[src/rtl/rgmii_tx_sched.sv]
// rgmii_tx_sched: two-requester round-robin frame scheduler for an RGMII TX datapath.
// Each granted frame is sent as PREAMBLE_LEN x 0x55, one 0xD5 SFD byte, then the
// payload bytes. A gap of IFG_CYCLES idle clocks follows each frame.
// Ports:
//   clk, rst            - single clock, synchronous active-high reset
//   req0/req1           - frame request per requester
//   gnt0/gnt1           - registered grant, held from PREAMBLE through DATA
//   d0/d1, v0/v1        - payload byte and valid per requester
//   last0/last1         - final payload byte marker, qualified by vN
//   rdy0/rdy1           - combinational accept strobe (DATA state and granted)
//   tx_en, tx_er, tx_d  - registered RGMII transmit outputs
//   busy                - high whenever the scheduler is not IDLE
//   frame_cnt           - completed frames, wraps
//   underrun_cnt        - aborted frames, saturates at 0xFF
module rgmii_tx_sched #(
    parameter int unsigned PREAMBLE_LEN = 7,
    parameter int unsigned IFG_CYCLES   = 12
) (
    input  logic        clk,
    input  logic        rst,
    input  logic        req0,
    input  logic        req1,
    output logic        gnt0,
    output logic        gnt1,
    input  logic [7:0]  d0,
    input  logic [7:0]  d1,
    input  logic        v0,
    input  logic        v1,
    input  logic        last0,
    input  logic        last1,
    output logic        rdy0,
    output logic        rdy1,
    output logic        tx_en,
    output logic        tx_er,
    output logic [7:0]  tx_d,
    output logic        busy,
    output logic [15:0] frame_cnt,
    output logic [7:0]  underrun_cnt
);

    typedef enum logic [2:0] {
        S_IDLE,
        S_PREAMBLE,
        S_SFD,
        S_DATA,
        S_IFG
    } state_e;

    state_e      state_q, state_d;
    logic        gnt0_q, gnt0_d;
    logic        gnt1_q, gnt1_d;
    logic        prio1_q, prio1_d;   // 1: requester 1 wins the next tie
    logic [15:0] cnt_q, cnt_d;
    logic        tx_en_q, tx_en_d;
    logic        tx_er_q, tx_er_d;
    logic [7:0]  tx_d_q, tx_d_d;
    logic [15:0] frame_cnt_q, frame_cnt_d;
    logic [7:0]  underrun_cnt_q, underrun_cnt_d;

    logic        pick1;
    logic        sel_v;
    logic        sel_last;
    logic [7:0]  sel_d;

    // Payload source follows the current grant.
    assign sel_v    = gnt1_q ? v1    : v0;
    assign sel_last = gnt1_q ? last1 : last0;
    assign sel_d    = gnt1_q ? d1    : d0;

    // TX outputs are registered from the current state, so the wire image
    // lags the state by one clock and payload bytes follow the SFD back to back.
    always_comb begin
        state_d        = state_q;
        gnt0_d         = gnt0_q;
        gnt1_d         = gnt1_q;
        prio1_d        = prio1_q;
        cnt_d          = cnt_q;
        tx_en_d        = 1'b0;
        tx_er_d        = 1'b0;
        tx_d_d         = 8'h00;
        frame_cnt_d    = frame_cnt_q;
        underrun_cnt_d = underrun_cnt_q;
        pick1          = 1'b0;

        unique case (state_q)
            S_IDLE: begin
                if (req0 || req1) begin
                    pick1   = req1 && (!req0 || prio1_q);
                    gnt0_d  = !pick1;
                    gnt1_d  = pick1;
                    prio1_d = !pick1;
                    cnt_d   = '0;
                    state_d = S_PREAMBLE;
                end
            end
            S_PREAMBLE: begin
                tx_en_d = 1'b1;
                tx_d_d  = 8'h55;
                if (cnt_q == 16'(PREAMBLE_LEN - 1)) begin
                    state_d = S_SFD;
                end else begin
                    cnt_d = cnt_q + 16'd1;
                end
            end
            S_SFD: begin
                tx_en_d = 1'b1;
                tx_d_d  = 8'hD5;
                state_d = S_DATA;
            end
            S_DATA: begin
                tx_en_d = 1'b1;
                if (sel_v) begin
                    tx_d_d = sel_d;
                    if (sel_last) begin
                        frame_cnt_d = frame_cnt_q + 16'd1;
                        gnt0_d      = 1'b0;
                        gnt1_d      = 1'b0;
                        cnt_d       = '0;
                        state_d     = S_IFG;
                    end
                end else begin
                    // Any DATA clock without a byte aborts the frame.
                    tx_er_d = 1'b1;
                    if (underrun_cnt_q != 8'hFF) begin
                        underrun_cnt_d = underrun_cnt_q + 8'd1;
                    end
                    gnt0_d  = 1'b0;
                    gnt1_d  = 1'b0;
                    cnt_d   = '0;
                    state_d = S_IFG;
                end
            end
            S_IFG: begin
                if (cnt_q == 16'(IFG_CYCLES - 1)) begin
                    state_d = S_IDLE;
                end else begin
                    cnt_d = cnt_q + 16'd1;
                end
            end
            default: state_d = S_IDLE;
        endcase
    end

    always_ff @(posedge clk) begin
        if (rst) begin
            state_q        <= S_IDLE;
            gnt0_q         <= 1'b0;
            gnt1_q         <= 1'b0;
            prio1_q        <= 1'b0;
            cnt_q          <= '0;
            tx_en_q        <= 1'b0;
            tx_er_q        <= 1'b0;
            tx_d_q         <= '0;
            frame_cnt_q    <= '0;
            underrun_cnt_q <= '0;
        end else begin
            state_q        <= state_d;
            gnt0_q         <= gnt0_d;
            gnt1_q         <= gnt1_d;
            prio1_q        <= prio1_d;
            cnt_q          <= cnt_d;
            tx_en_q        <= tx_en_d;
            tx_er_q        <= tx_er_d;
            tx_d_q         <= tx_d_d;
            frame_cnt_q    <= frame_cnt_d;
            underrun_cnt_q <= underrun_cnt_d;
        end
    end

    assign gnt0         = gnt0_q;
    assign gnt1         = gnt1_q;
    assign rdy0         = (state_q == S_DATA) && gnt0_q;
    assign rdy1         = (state_q == S_DATA) && gnt1_q;
    assign tx_en        = tx_en_q;
    assign tx_er        = tx_er_q;
    assign tx_d         = tx_d_q;
    assign busy         = (state_q != S_IDLE);
    assign frame_cnt    = frame_cnt_q;
    assign underrun_cnt = underrun_cnt_q;

endmodule

[config.mk]
export PLATFORM = sky130hd
export DESIGN_NAME = rgmii_tx_sched
export DESIGN_NICKNAME = d
export VERILOG_FILES = /design/src/rtl/rgmii_tx_sched.sv
export SDC_FILE = /design/constraint.sdc
export NUM_CORES = 1
export LEC_CHECK = 0
export ABC_AREA = 1
export CAP_MARGIN = 0
export CORE_MARGIN = 4
export CORE_UTILIZATION = 29
export CTS_BUF_LIST = sky130_fd_sc_hd__clkbuf_8
export DETAILED_ROUTE_END_ITERATION = 8
export PLACE_DENSITY_LB_ADDON = 0.15
export SETUP_SLACK_MARGIN = 0.4
export SYNTH_ARGS = -nofsm -noshare
export SYNTH_HDL_FRONTEND = slang
export SYNTH_SLANG_ARGS = --single-unit
[constraint.sdc]
create_clock -name clk -period 2 [get_ports clk]
set_input_delay 0.3 -clock clk [delete_from_list [all_inputs] [get_ports clk]]
set_output_delay 0.3 -clock clk [all_outputs]
set_load 0.1 [all_outputs]
**Word level (Yosys, flattened, before mapping)**

Cells that the tools add are included.

- Bits in registers: 56
- Input bits: 24
- Output and inout port bits: 39
- Word-level logic and storage cells: 72

- Bitwise gates (word level): 2
- Equality and inequality tests: 13
- Mux-type cells: 25
- Reduce and logical (&&, ||, !) cells: 19
- Add/sub/neg operators: 3

Operator list:

| operator | count |
|---|---|
| $mux 16 | 5 |
| $pmux 16 s4 | 1 |
| $add 16x1->16 const B | 2 |
| $pmux 8 s3 | 1 |
| $eq 16x3->1 const B | 1 |
| $eq 16x4->1 const B | 1 |
| $mux 8 | 2 |
| $mux 3 | 5 |
| $pmux 3 s5 | 1 |
| $ne 2x2->1 const B | 5 |
| $reduce_and 3->1 | 3 |
| $add 8x1->8 const B | 1 |
| $mux 1 | 8 |
| $ne 8x8->1 const B | 1 |
| $eq 3x2->1 const B | 2 |
| $reduce_and 5->1 | 1 |
| $pmux 1 s2 | 2 |
| $reduce_and 4->1 | 1 |
| $reduce_bool 4->1 | 1 |
| $eq 3x1->1 const B | 1 |
| $eq 3x3->1 const B | 1 |
| $logic_and 1x1->1 | 3 |
| $logic_not 3->1 | 1 |
| $ne 3x3->1 const B | 1 |
| 8 further kinds | 11 |

**Longest topological paths before layout**

- Depth in word-level cells: 6
- Gate-level depth with buffers: 11
- Depth with buffers taken out: 11

**Worst setup path before layout**

OpenSTA, ideal clock, no wires.

- Kind: register to output
- Start: reg gnt1_q, in the netlist gnt1
- End: out rdy1
- Cell stages (with the launch flop): 3
- Buffers on the path: 0
- Data arrival time: 2.545 ns
- Path slack: -0.845 ns
- Required time: 1.700 ns
- Cell sequence: dfxtp_1 > inv_2 > nor2_1

- Longest elaborated chain between the ends: 1

RTL lines:

| element | line | RTL |
|---|---|---|
| from (decl) | 51 | `logic gnt1_q, gnt1_d;` |
| from (signal assigned) | 159 | `gnt1_q <= gnt1_d;` |
| $logic_and 1x1->1 | 173 | `assign rdy1 = (state_q == S_DATA) && gnt1_q;` |
| to (decl) | 32 | `output logic rdy1,` |

Every way passes these cells.

**Final worst setup path**

- Start: reg state_q[1]
- End: out busy

- Longest elaborated chain between the ends: 1

RTL lines:

| element | line | RTL |
|---|---|---|
| from (decl) | 49 | `state_e state_q, state_d;` |
| from (signal assigned) | 157 | `state_q <= state_d;` |
| $reduce_bool 3->1 | 177 | `assign busy = (state_q != S_IDLE);` |
| to (decl) | 36 | `output logic busy,` |

Every way passes these cells.

==> impl_metrics.toml <==
[sta]
setup_viol = 0
fin_crit_sh = 0.784
min_period_ps = 1570
slew_violations = 0
hold_violations = 0
hold_ws_ps = 466
tns_ps = 0
relSlewSlack = 0.706
fmax_mhz = 638
rsz0062_at_grt = "yes"
fin_skew_ps = 8.25
worst_pin_slew_ps = 441

[status]
status = "finished clean"

[route]
vias = 3220
avgRoutedWirePerCell_um = 12.1
drt_first_iter_violations = 81
wl_um = 8340
ant_nets = 0
first_pass_iters = 4
drcViolationCount = 0
viasPerCell = 4.66

[clocking]
cts-root-buf = "clkbuf_8"
clkTransAtPathRegs_ps = 110
cts_buffers = 5
postCtsHoldBufs = 0
cts_tree = "yes"
htreeDepth = 2
clk_path_buf_depth = 2
cts.sinks = 56
clock_latency_ps = 310

[logic_synthesis]
synth_commonest_cells = "nand2_1 (127), nor2_1 (59), dfxtp_1 (56)"
yosys.cell_count.top_type = "nand2_1"
syn-num-nets = 496
synth_top_area_share = 0.369
yosys_register_bits = 56
yosysTopAreaCell = "dfxtp_1"
synth-main-ff-cell = "dfxtp_1"
synth-seq-area-share = 0.369
ys_top_cells_by_area = "dfxtp_1 (37%), nand2_1 (16%), nor2_1 (7.3%)"
synthArstFlopShare = 0
avgSynthCellArea_sq_um = 6.50
synthesis.area_sq_um = 3040
synth_warnings = 0
synth_edf_count = 0
synth_cells = 468
ys_types = 35

[setup_path]
arrival_ps = 1270
critical_path_class = "register to output port"
crit_family = "buffers and inverters"
slowest_stage = "dfxtp_2"
cpPeakStageDelay_ps = 360
cp-end-kind = "output port"
path_cells = "inv_2, nand2_4, nor2_4, clkinvlp_4, buf_12"
crit_required_ps = 1700
startpoint_type = "register"
cp_max_fo = 3
path_buf_inv = 3

[die]
core_sq_um = 10300
dieArea_sq_um = 12200
start_util = 0.296
die_h_um = 110
die_w_um = 110
pin_count = 63
rows = 37

[power_and_ir_drop]
p_leak_nw = 1.77
p_per_area_nw_per_um2 = 901
vdd_ir_drop_max_uv = 950

[final_layout]
area_delta_synth_final_pct = 39.4
diodes = 0
fin_util = 0.412
drive_gt1_frac = 0.285
fin_nets = 582
post-route-cell-area_sq_um = 4240

[placed_design]
port_buffers = 62
dp_hpwl_um = 6090
post_dp_cell_area_sq_um = 3880
gp_congestion = 0.839

[global_route]
antenna_found_initial = 0
grt_pass1_wl_um = 13900
grt_use_total = 0.140
grt_pass1_vias = 3009
gr-total-overflow = 0
grt_start_max_net_pins = 38

[min_path]
hold_path_class = "register to register"

[job]
maxCapViolations = 0
-- logic make-up after synthesis --
kind of cell / synth area share
flip-flops: 0.369
AND/OR/NAND/NOR: 0.389
XOR/XNOR: 0.0144
adder cells (fa/ha/maj): 0.0165
buffers and inverters: 0.0864
AO/OA/AOI/OAI: 0.125
-- state kept, by name, summed over array words and instances (netlist names) --
| name | cells |
|---|---|
| cnt_q | 16 |
| frame_cnt | 16 |
| tx_d | 8 |
| underrun_cnt | 8 |
| state_q | 3 |
| gnt0 | 1 |
| gnt1 | 1 |
| prio1_q | 1 |
| tx_en | 1 |
| tx_er | 1 |
-- path summary, 6_finish.rpt --
check | depth (start not counted) | slack [ps] | endpoint | from
max | 5 | 430 | busy | state_q[1]
min | 1 | 470 | underrun_cnt[0] | underrun_cnt[0]
max reg2reg | 10 | 500 | state_q[1] | cnt_q[0]
min reg2reg | 1 | 470 | underrun_cnt[0] | underrun_cnt[0]
-- where the power goes --
group / switching [W] / internal [W]
logic: 0.00125 / 0.000561
registers: 0.0000998 / 0.00123
clock network: 0.000397 / 0.000282
total: 0.00175 / 0.00207
-- metal layers --
metal,part of all wire,GRT usage,vias up
met2,0.47,0.230,71
met3,0.048,0.0326,6
li1,-,-,1690
met4,0.0082,0.0264,0
met5,0,0,-
met1,0.47,0.190,1453
-- metrics by stage --
stage | power [W] | setup WS, ps | std cells
floorplan | 0.00252 | 400 | 468
global placement | 0.00293 | 175 | 664
detailed placement | 0.00293 | 146 | 664
CTS | 0.00374 | 378 | 680
global route | 0.00405 | 364 | 691
finish | 0.00382 | 432 | 691
-- what timing repair did --
| action | in CTS | in global routing |
|---|---|---|
| pin swaps | 1 | 9 |
| hold endpoints to repair | 0 | 0 |
| endpoints found under the setup margin | 20 | 30 |
| resized for setup | 15 | 26 |
| setup buffers | 8 | 10 |
| cloned | 0 | 1 |
-- cell type report --
| cell class | instances | area [sq um] |
|---|---|---|
| Fill cell | 1094 | 6040 |
| Clock inverter | 2 | 15.0 |
| Tap cell | 136 | 170 |
| Multi-Input combinational cell | 347 | 1780 |
| Clock buffer | 6 | 82.6 |
| Inverter | 55 | 219 |
| Sequential cell | 56 | 1200 |
| Timing Repair Buffer | 89 | 774 |
-- placed cells by master (no fill, tap or decap), drive strengths merged, types with 2 or more instances in the layout --
master,count
xnor2,3
a21oi,43
nand2,132
buf,66
clkdlybuf4s50,23
ha,4
or2,4
clkinvlp,3
nor2,64
nor3,12
nand4,13
xor2,2
inv,52
clkbuf,6
a211oi,2
dfxtp,56
o21ai,25
nand3,39
clkinv,2
No activity file was read; power rests on OpenSTA's default activity.
